[src/rtl/regfile_dump_reader.sv]
// Walks the register file read port from index 0 to NUM_REGS-1 after a start pulse
// and streams each word, tagged with its index, over a valid/ready interface.
module regfile_dump_reader #(
    parameter int NUM_REGS = 32,
    parameter int WIDTH    = 64,
    parameter int ADDR_W   = $clog2(NUM_REGS)
) (
    input  logic              clk,
    input  logic              reset,
    input  logic              start,
    output logic [ADDR_W-1:0] rd_addr,
    input  logic [WIDTH-1:0]  rd_data,
    output logic              out_valid,
    input  logic              out_ready,
    output logic [WIDTH-1:0]  out_data,
    output logic [ADDR_W-1:0] out_index,
    output logic              busy,
    output logic              done
);

    typedef enum logic [1:0] {
        IDLE,
        LOAD,
        SEND
    } state_t;

    localparam logic [ADDR_W-1:0] LAST_IDX = ADDR_W'(NUM_REGS - 1);
    localparam logic [ADDR_W-1:0] ONE      = ADDR_W'(1);

    state_t            state_q, state_d;
    logic [ADDR_W-1:0] rd_addr_q, rd_addr_d;
    logic [WIDTH-1:0]  out_data_q, out_data_d;
    logic [ADDR_W-1:0] out_index_q, out_index_d;
    logic              out_valid_q, out_valid_d;
    logic              done_q, done_d;

    // An accepted word is replaced in the same cycle, so the stream has no bubbles.
    always_comb begin
        state_d     = state_q;
        rd_addr_d   = rd_addr_q;
        out_data_d  = out_data_q;
        out_index_d = out_index_q;
        out_valid_d = out_valid_q;
        done_d      = 1'b0;

        case (state_q)
            IDLE: begin
                if (start) begin
                    state_d   = LOAD;
                    rd_addr_d = '0;
                end
            end
            LOAD: begin
                state_d     = SEND;
                out_data_d  = rd_data;
                out_index_d = rd_addr_q;
                out_valid_d = 1'b1;
                rd_addr_d   = rd_addr_q + ONE;
            end
            SEND: begin
                if (out_valid_q && out_ready) begin
                    if (out_index_q == LAST_IDX) begin
                        out_valid_d = 1'b0;
                        done_d      = 1'b1;
                        rd_addr_d   = '0;
                        state_d     = IDLE;
                    end else begin
                        out_data_d  = rd_data;
                        out_index_d = rd_addr_q;
                        rd_addr_d   = rd_addr_q + ONE;
                    end
                end
            end
            default: begin
                state_d = IDLE;
            end
        endcase
    end

    always_ff @(posedge clk) begin
        if (reset) begin
            state_q     <= IDLE;
            rd_addr_q   <= '0;
            out_data_q  <= '0;
            out_index_q <= '0;
            out_valid_q <= 1'b0;
            done_q      <= 1'b0;
        end else begin
            state_q     <= state_d;
            rd_addr_q   <= rd_addr_d;
            out_data_q  <= out_data_d;
            out_index_q <= out_index_d;
            out_valid_q <= out_valid_d;
            done_q      <= done_d;
        end
    end

    assign rd_addr   = rd_addr_q;
    assign out_data  = out_data_q;
    assign out_index = out_index_q;
    assign out_valid = out_valid_q;
    assign done      = done_q;
    assign busy      = (state_q != IDLE);

endmodule
[config.mk]
export PLATFORM = sky130hd
export DESIGN_NAME = regfile_dump_reader
export DESIGN_NICKNAME = d
export VERILOG_FILES = /design/src/rtl/regfile_dump_reader.sv
export SDC_FILE = /design/constraint.sdc
export NUM_CORES = 1
export LEC_CHECK = 0
export ABC_AREA = 1
export BUFFER_PORTS_ARGS = -buffer_cell sky130_fd_sc_hd__buf_2
export CORE_UTILIZATION = 52
export DETAILED_ROUTE_END_ITERATION = 10
export GPL_TIMING_DRIVEN = 0
export PLACE_DENSITY = 0.9
export SYNTH_ARGS = -nofsm -noshare
export SYNTH_HDL_FRONTEND = slang
export SYNTH_SLANG_ARGS = --single-unit
export TNS_END_PERCENT = 10
[constraint.sdc]
create_clock -name clk -period 4.7 [get_ports clk]
set_clock_uncertainty 0.05 [all_clocks]
set_input_delay 0.47 -clock clk [delete_from_list [all_inputs] [get_ports clk]]
set_output_delay 0.47 -clock clk [all_outputs]
set_load 0.01 [all_outputs]
==> impl_metrics.tcl, run 1 <==
set metrics [dict create \
    drc_errors 0 \
    synth_area_leaders "dfxtp_1 (43%), nor2_1 (15%), nand4_1 (12%)" \
    register_area_um2 1560 \
    syn_area_per_cell_um2 6.77 \
    pwr_density_cell_nw_per_um2 665 \
    grt_use_total_pct 26.6 \
    h-tree-depth 3 \
    grt_pass1_wl_mm 15.6 \
    io_pins 145 \
    vias_per_cell 5.04 \
    multi_input_area_um2 1540 \
    post_cts_resized 0 \
    drtIter0Drc 182 \
    hold_slack_ns 0.336 \
    cp-start-kind "flop" \
    crit_type "flop to flop" \
    insertion_delay_ns 0.34 \
    dieArea_um2 7250 \
    final_common_cell "buf_2" \
    num_rows 29 \
    synth_seq_area_share_pct 43.4 \
    cts_setup_buffers 0 \
    finalHoldViolCount 0 \
    crit_chain "inv_1 > ha_1 > nand2_1 > buf_2 > buf_1 > nand4_1 > nand2_1 > nor2_1" \
    cts_buffers 9 \
    critPathTopFamily "buffers and inverters" \
    rsz0062_at_grt "false" \
    start_util_pct 55.4 \
    via_count 3873 \
    layout-drive-gt1-share_pct 26.3 \
    syn_nets 605 \
    setup_viol 0 \
    ys_warn_count 0 \
    fill_cells 546 \
    netlist_area_um2 3600 \
    fin_nets 760 \
    clock-sinks 78 \
    final_cell_mix "buf_2 (155), nor2_1 (143), nand2_1 (89), inv_1 (79), dfxtp_1 (78)" \
    area_delta_synth_final_pct 28.9 \
    synth_cell_type_count 19 \
    ys_ff_latch 78 \
    synth_top_area_cell "dfxtp_1" \
    wl_per_cell_um 12.2 \
    post-dp-hpwl_mm 7.01 \
    yosysTopAreaCellShare_pct 43.4 \
    fmax_ghz 0.505 \
    slowest_delay_ns 0.40 \
    grt-ovfl-total 0 \
    leakagePower_nw 2.60 \
    worst_slew_pin_slew_ns 0.455 \
    drtPass1Iterations 5 \
    post-route-period-util_pct 42.1 \
    die_x_um 85.2 \
    critPathBufInv 3 \
    grt_start_max_net_pins 14 \
    maxCapViolCount 0 \
    clockBufferDepth 2 \
    crit_path_end_kind "flop" \
    setup_tns_ns 0 \
    gp_congestion 0.862 \
    cp.required_ns 4.88 \
    grt_pass1_vias 3534 \
    min_period_ns 1.98 \
    antenna_left 0 \
    relSlewSlack_pct 69.7 \
    place.port_buffers 144 \
    cts_tree "built" \
    drt-total-wl_mm 9.37 \
    clock-root-buffer "clkbuf_8" \
    critPathSlowestCell "dfxtp_1" \
    cpMostUsedCell "nand2_1" \
    arrival_ns 2.16 \
    core_um2 6490 \
    cts.clk_slew.worst_paths_ns 0.08 \
    vdd_drop_max_v 0.000330 \
    hold_buffers 0 \
    status "completed" \
    path_max_fanout 10 \
    maxSlewViolCount 0 \
    num_antenna_cells 0 \
    die_y_um 85.2 \
    antenna_found_initial 0 \
    hp-class "primary input to flop" \
    synth_cells 531 \
]
## state kept, by name (all words and copies together), names as in the netlist
signal / count
done: 1
out_data: 64
out_index: 5
out_valid: 1
rd_addr: 5
state_q: 2
## worst reg2reg max path, cell delays in order, from the launching register on
cell and delay [ns]:
dfxtp_1 0.40, inv_1 0.11, ha_1 0.27, nand2_1 0.10, buf_2 0.25, buf_1 0.40, nand4_1 0.15, nand2_1 0.11
nor2_1 0.05
## stage by stage
step / cell area (um2) / util (%) / cells / total power [mW] / worst slack [ns]
2_1_floorplan: 3600 / - / 531 / 2.05 / 3.11
3_3_place_gp: 4410 / 68.0 / 752 / 2.48 / 2.79
3_5_place_dp: 4410 / 68.0 / 752 / 2.54 / 2.74
4_1_cts: 4640 / 71.4 / 768 / 3.10 / 2.72
5_1_grt: 4640 / 71.4 / 768 / 3.35 / 2.58
6_report: 4640 / 71.4 / 768 / 3.08 / 2.72
## where the power goes
part           total [mW]  switching, mW  internal [mW]
Combinational        1.45          0.883          0.570
Sequential           1.08          0.153          0.927
Clock               0.551          0.240          0.312
Total                3.08           1.28           1.81
## cell type report
cell class,count,area share (%)
plain buffers,36,4.02
clock buffers,10,2.97
clock inverters,6,1.83
inverters,82,6.64
multi-input cells,335,33.2
flip-flops and latches,78,33.7
well taps,77,2.08
repair buffers,144,15.5
## per-layer routing
layer | track usage (%) | wire length [um]
met1 | 33.1 | 4050
met2 | 45.2 | 4450
met3 | 5.45 | 723
met4 | 10.6 | 145
met5 | 0 | 0
## path summary, 6_finish.rpt
kind	start	endpoint	slack, ns	cells past startpoint
setup / recovery	state_q[0]	out_index[0]	2.72	8
hold / removal	reset	state_q[0]	0.34	2
setup reg to reg	state_q[0]	out_index[0]	2.72	8
hold reg to reg	out_data[27]	out_data[27]	0.42	2
## cells in the mapped netlist
| cell | number |
|---|---|
| nand4_1 | 68 |
| nand2_2 | 1 |
| nand2_1 | 89 |
| nor2_1 | 143 |
| buf_1 | 6 |
| dfxtp_1 | 78 |
| xor2_1 | 1 |
| buf_2 | 11 |
| clkbuf_1 | 14 |
| o211ai_1 | 1 |
| buf_6 | 5 |
| o21ai_0 | 1 |
| nand3_1 | 12 |
| inv_1 | 79 |
| nand3_2 | 2 |
| o21bai_1 | 3 |
| inv_2 | 3 |
| ha_1 | 6 |
| a21oi_1 | 8 |
## cell families after synthesis
group                    Yosys count  share of synthesized area, %
AO/OA/AOI/OAI                     13                          2.09
buffers and inverters            118                          13.7
flip-flops                        78                          43.4
XOR/XNOR                           1                         0.244
AND/OR/NAND/NOR                  315                          38.4
adder cells (fa/ha/maj)            6                          2.09
(Power assumes the default switching activity.)
==> run 2: changes to the inputs <==
- CORE_UTILIZATION: 52 -> 48
- PLACE_DENSITY: 0.9 -> 0.84
- clock period: 4.7 -> 2.05 ns (I/O delays scaled with it)
==> run 2 against run 1 <==
  * Register-to-register slack got worse by 2.5 ns
  * Sequential share of layout area about the same
  * Power grew 120%
  * Clock-buffer cell count grew 1
  * Critical path depth stayed put
  * Global-route usage down 3.1 points
  * Largest cell class unchanged
  * Largest power group unchanged
==> impl_metrics.tcl, run 2 (synthesized netlist as in run 1, its figures left out) <==
set metrics [dict create \
    worst_slew_pin_slew_ns 0.474 \
    vias_per_cell 4.84 \
    finalHoldViolCount 0 \
    switching_share_pct 41.8 \
    placed_area_um2 4440 \
    internal_power_mw 4.03 \
    clock-sinks 78 \
    drtIter0Drc 159 \
    dieArea_um2 7840 \
    post_cts_resized 0 \
    cp-start-kind "flop" \
    post-dp-hpwl_mm 6.93 \
    largest_reg_flops 64 \
    relSlewSlack_pct 68.4 \
    grt_pass1_vias 3323 \
    final_common_cell "buf_2" \
    hp-class "primary input to flop" \
    clkPwrFrac_pct 16.3 \
    path_max_fanout 10 \
    cts_buffers 9 \
    hold_depth 2 \
    clockBufferDepth 2 \
    core_um2 7250 \
    fin_nets 760 \
    vdd_drop_max_v 0.000712 \
    area_delta_synth_final_pct 29.0 \
    grt-ovfl-total 0 \
    wl_per_cell_um 11.9 \
    die_x_um 88.6 \
    maxCapViolCount 0 \
    r2r_cells 8 \
    gp_congestion 0.858 \
    final_cell_mix "buf_2 (155), nor2_1 (142), nand2_1 (89), inv_1 (79), dfxtp_1 (78)" \
    clock-root-buffer "clkbuf_8" \
    grt_use_total_pct 23.5 \
    rsz0062_at_grt "true" \
    power_frac_seq_pct 35.3 \
    stdcell_area_um2 4640 \
    grt_start_max_net_pins 13 \
    pwr_density_cell_nw_per_um2 1490 \
    crit_type "flop to flop" \
    total_power_mw 6.93 \
    antenna_left 0 \
    multi_input_area_um2 1540 \
    status "completed" \
    drt-total-wl_mm 9.39 \
    cp.required_ns 2.28 \
    setup_tns_ns 0 \
    post-route-period-util_pct 90.1 \
    cts_tree "built" \
    num_rows 31 \
    maxSlewViolCount 0 \
    die_y_um 88.6 \
    place.port_buffers 144 \
    comb_power_share_pct 48.4 \
    grt_pass1_wl_mm 14.3 \
    power.switching_mw 2.90 \
    drc_errors 0 \
    setup_viol 0 \
    cts_setup_buffers 0 \
    register_area_um2 1560 \
    insertion_delay_ns 0.34 \
    hold_buffers 0 \
    leakagePower_nw 2.60 \
    io_pins 145 \
    fill_cells 698 \
    crit_path_end_kind "flop" \
    cts.clk_slew.worst_paths_ns 0.08 \
    arrival_ns 2.08 \
    fmax_ghz 0.541 \
    min_period_ns 1.85 \
    via_count 3819 \
    num_antenna_cells 0 \
    h-tree-depth 3 \
    antenna_found_initial 0 \
    hold_slack_ns 0.0794 \
    layout-drive-gt1-share_pct 27.0 \
    drtPass1Iterations 4 \
    start_util_pct 49.6 \
]
[run 2: changes by cell type in the layout (fill, tap and decap cells not counted), sizes merged]
cell,delta
bufinv,-1
buf,-5
clkinvlp,-1
clkbuf,+6
[run 2: power groups by stage]
| stage | sequential (mW) | clock [mW] | combinational, mW |
|---|---|---|---|
| 3_5_place_dp | 2.47 | 0 | 3.34 |
| 3_3_place_gp | 2.44 | 0 | 3.25 |
| 5_1_grt | 2.52 | 1.21 | 3.78 |
| 4_1_cts | 2.44 | 1.15 | 3.35 |
| 6_report | 2.45 | 1.13 | 3.35 |
| 2_1_floorplan | 2.74 | 0 | 1.95 |
[run 2: path summary, 6_finish.rpt]
check	slack (ns)	to	startpoint
setup / recovery	0.20	rd_addr[1]	state_q[0]
hold / removal	0.08	rd_addr[3]	reset
setup reg to reg	0.20	rd_addr[1]	state_q[0]
hold reg to reg	0.42	out_data[43]	out_data[43]
[run 2: per-layer routing]
metal  GRT usage, %  wire (um)  vias up
met4           10.4        118        0
met3           6.34        693       12
met1           27.2       4180     1699
met2           40.8       4400      143
li1               -          -     1965
met5              0          0        -
[run 2: critical path: stages (launching register included)]
cell and delay (ns):
dfxtp_1 0.40, inv_1 0.10, ha_1 0.28, nand2_1 0.11, buf_2 0.25, nand3_2 0.18
nor2_2 0.19, nand3_1 0.09, a21oi_1 0.12
[run 2: area by class of cell]
type,instances,share of cell area (%)
Tap cell,99,2.67
Sequential cell,78,33.7
Multi-Input combinational cell,335,33.3
Buffer,36,4.15
Clock inverter,4,1.02
Timing Repair Buffer,144,15.5
Inverter,82,6.63
Clock buffer,11,3.05
[run 2: stage by stage]
step | util [%] | cells | setup WS, ns
after detailed placement | 61.2 | 774 | 0.0853
final | 64.0 | 789 | 0.202
after global placement | 61.2 | 774 | 0.138
after CTS | 63.8 | 789 | 0.0659
after floorplan | - | 531 | 0.456
after global routing | 64.0 | 789 | -0.0170
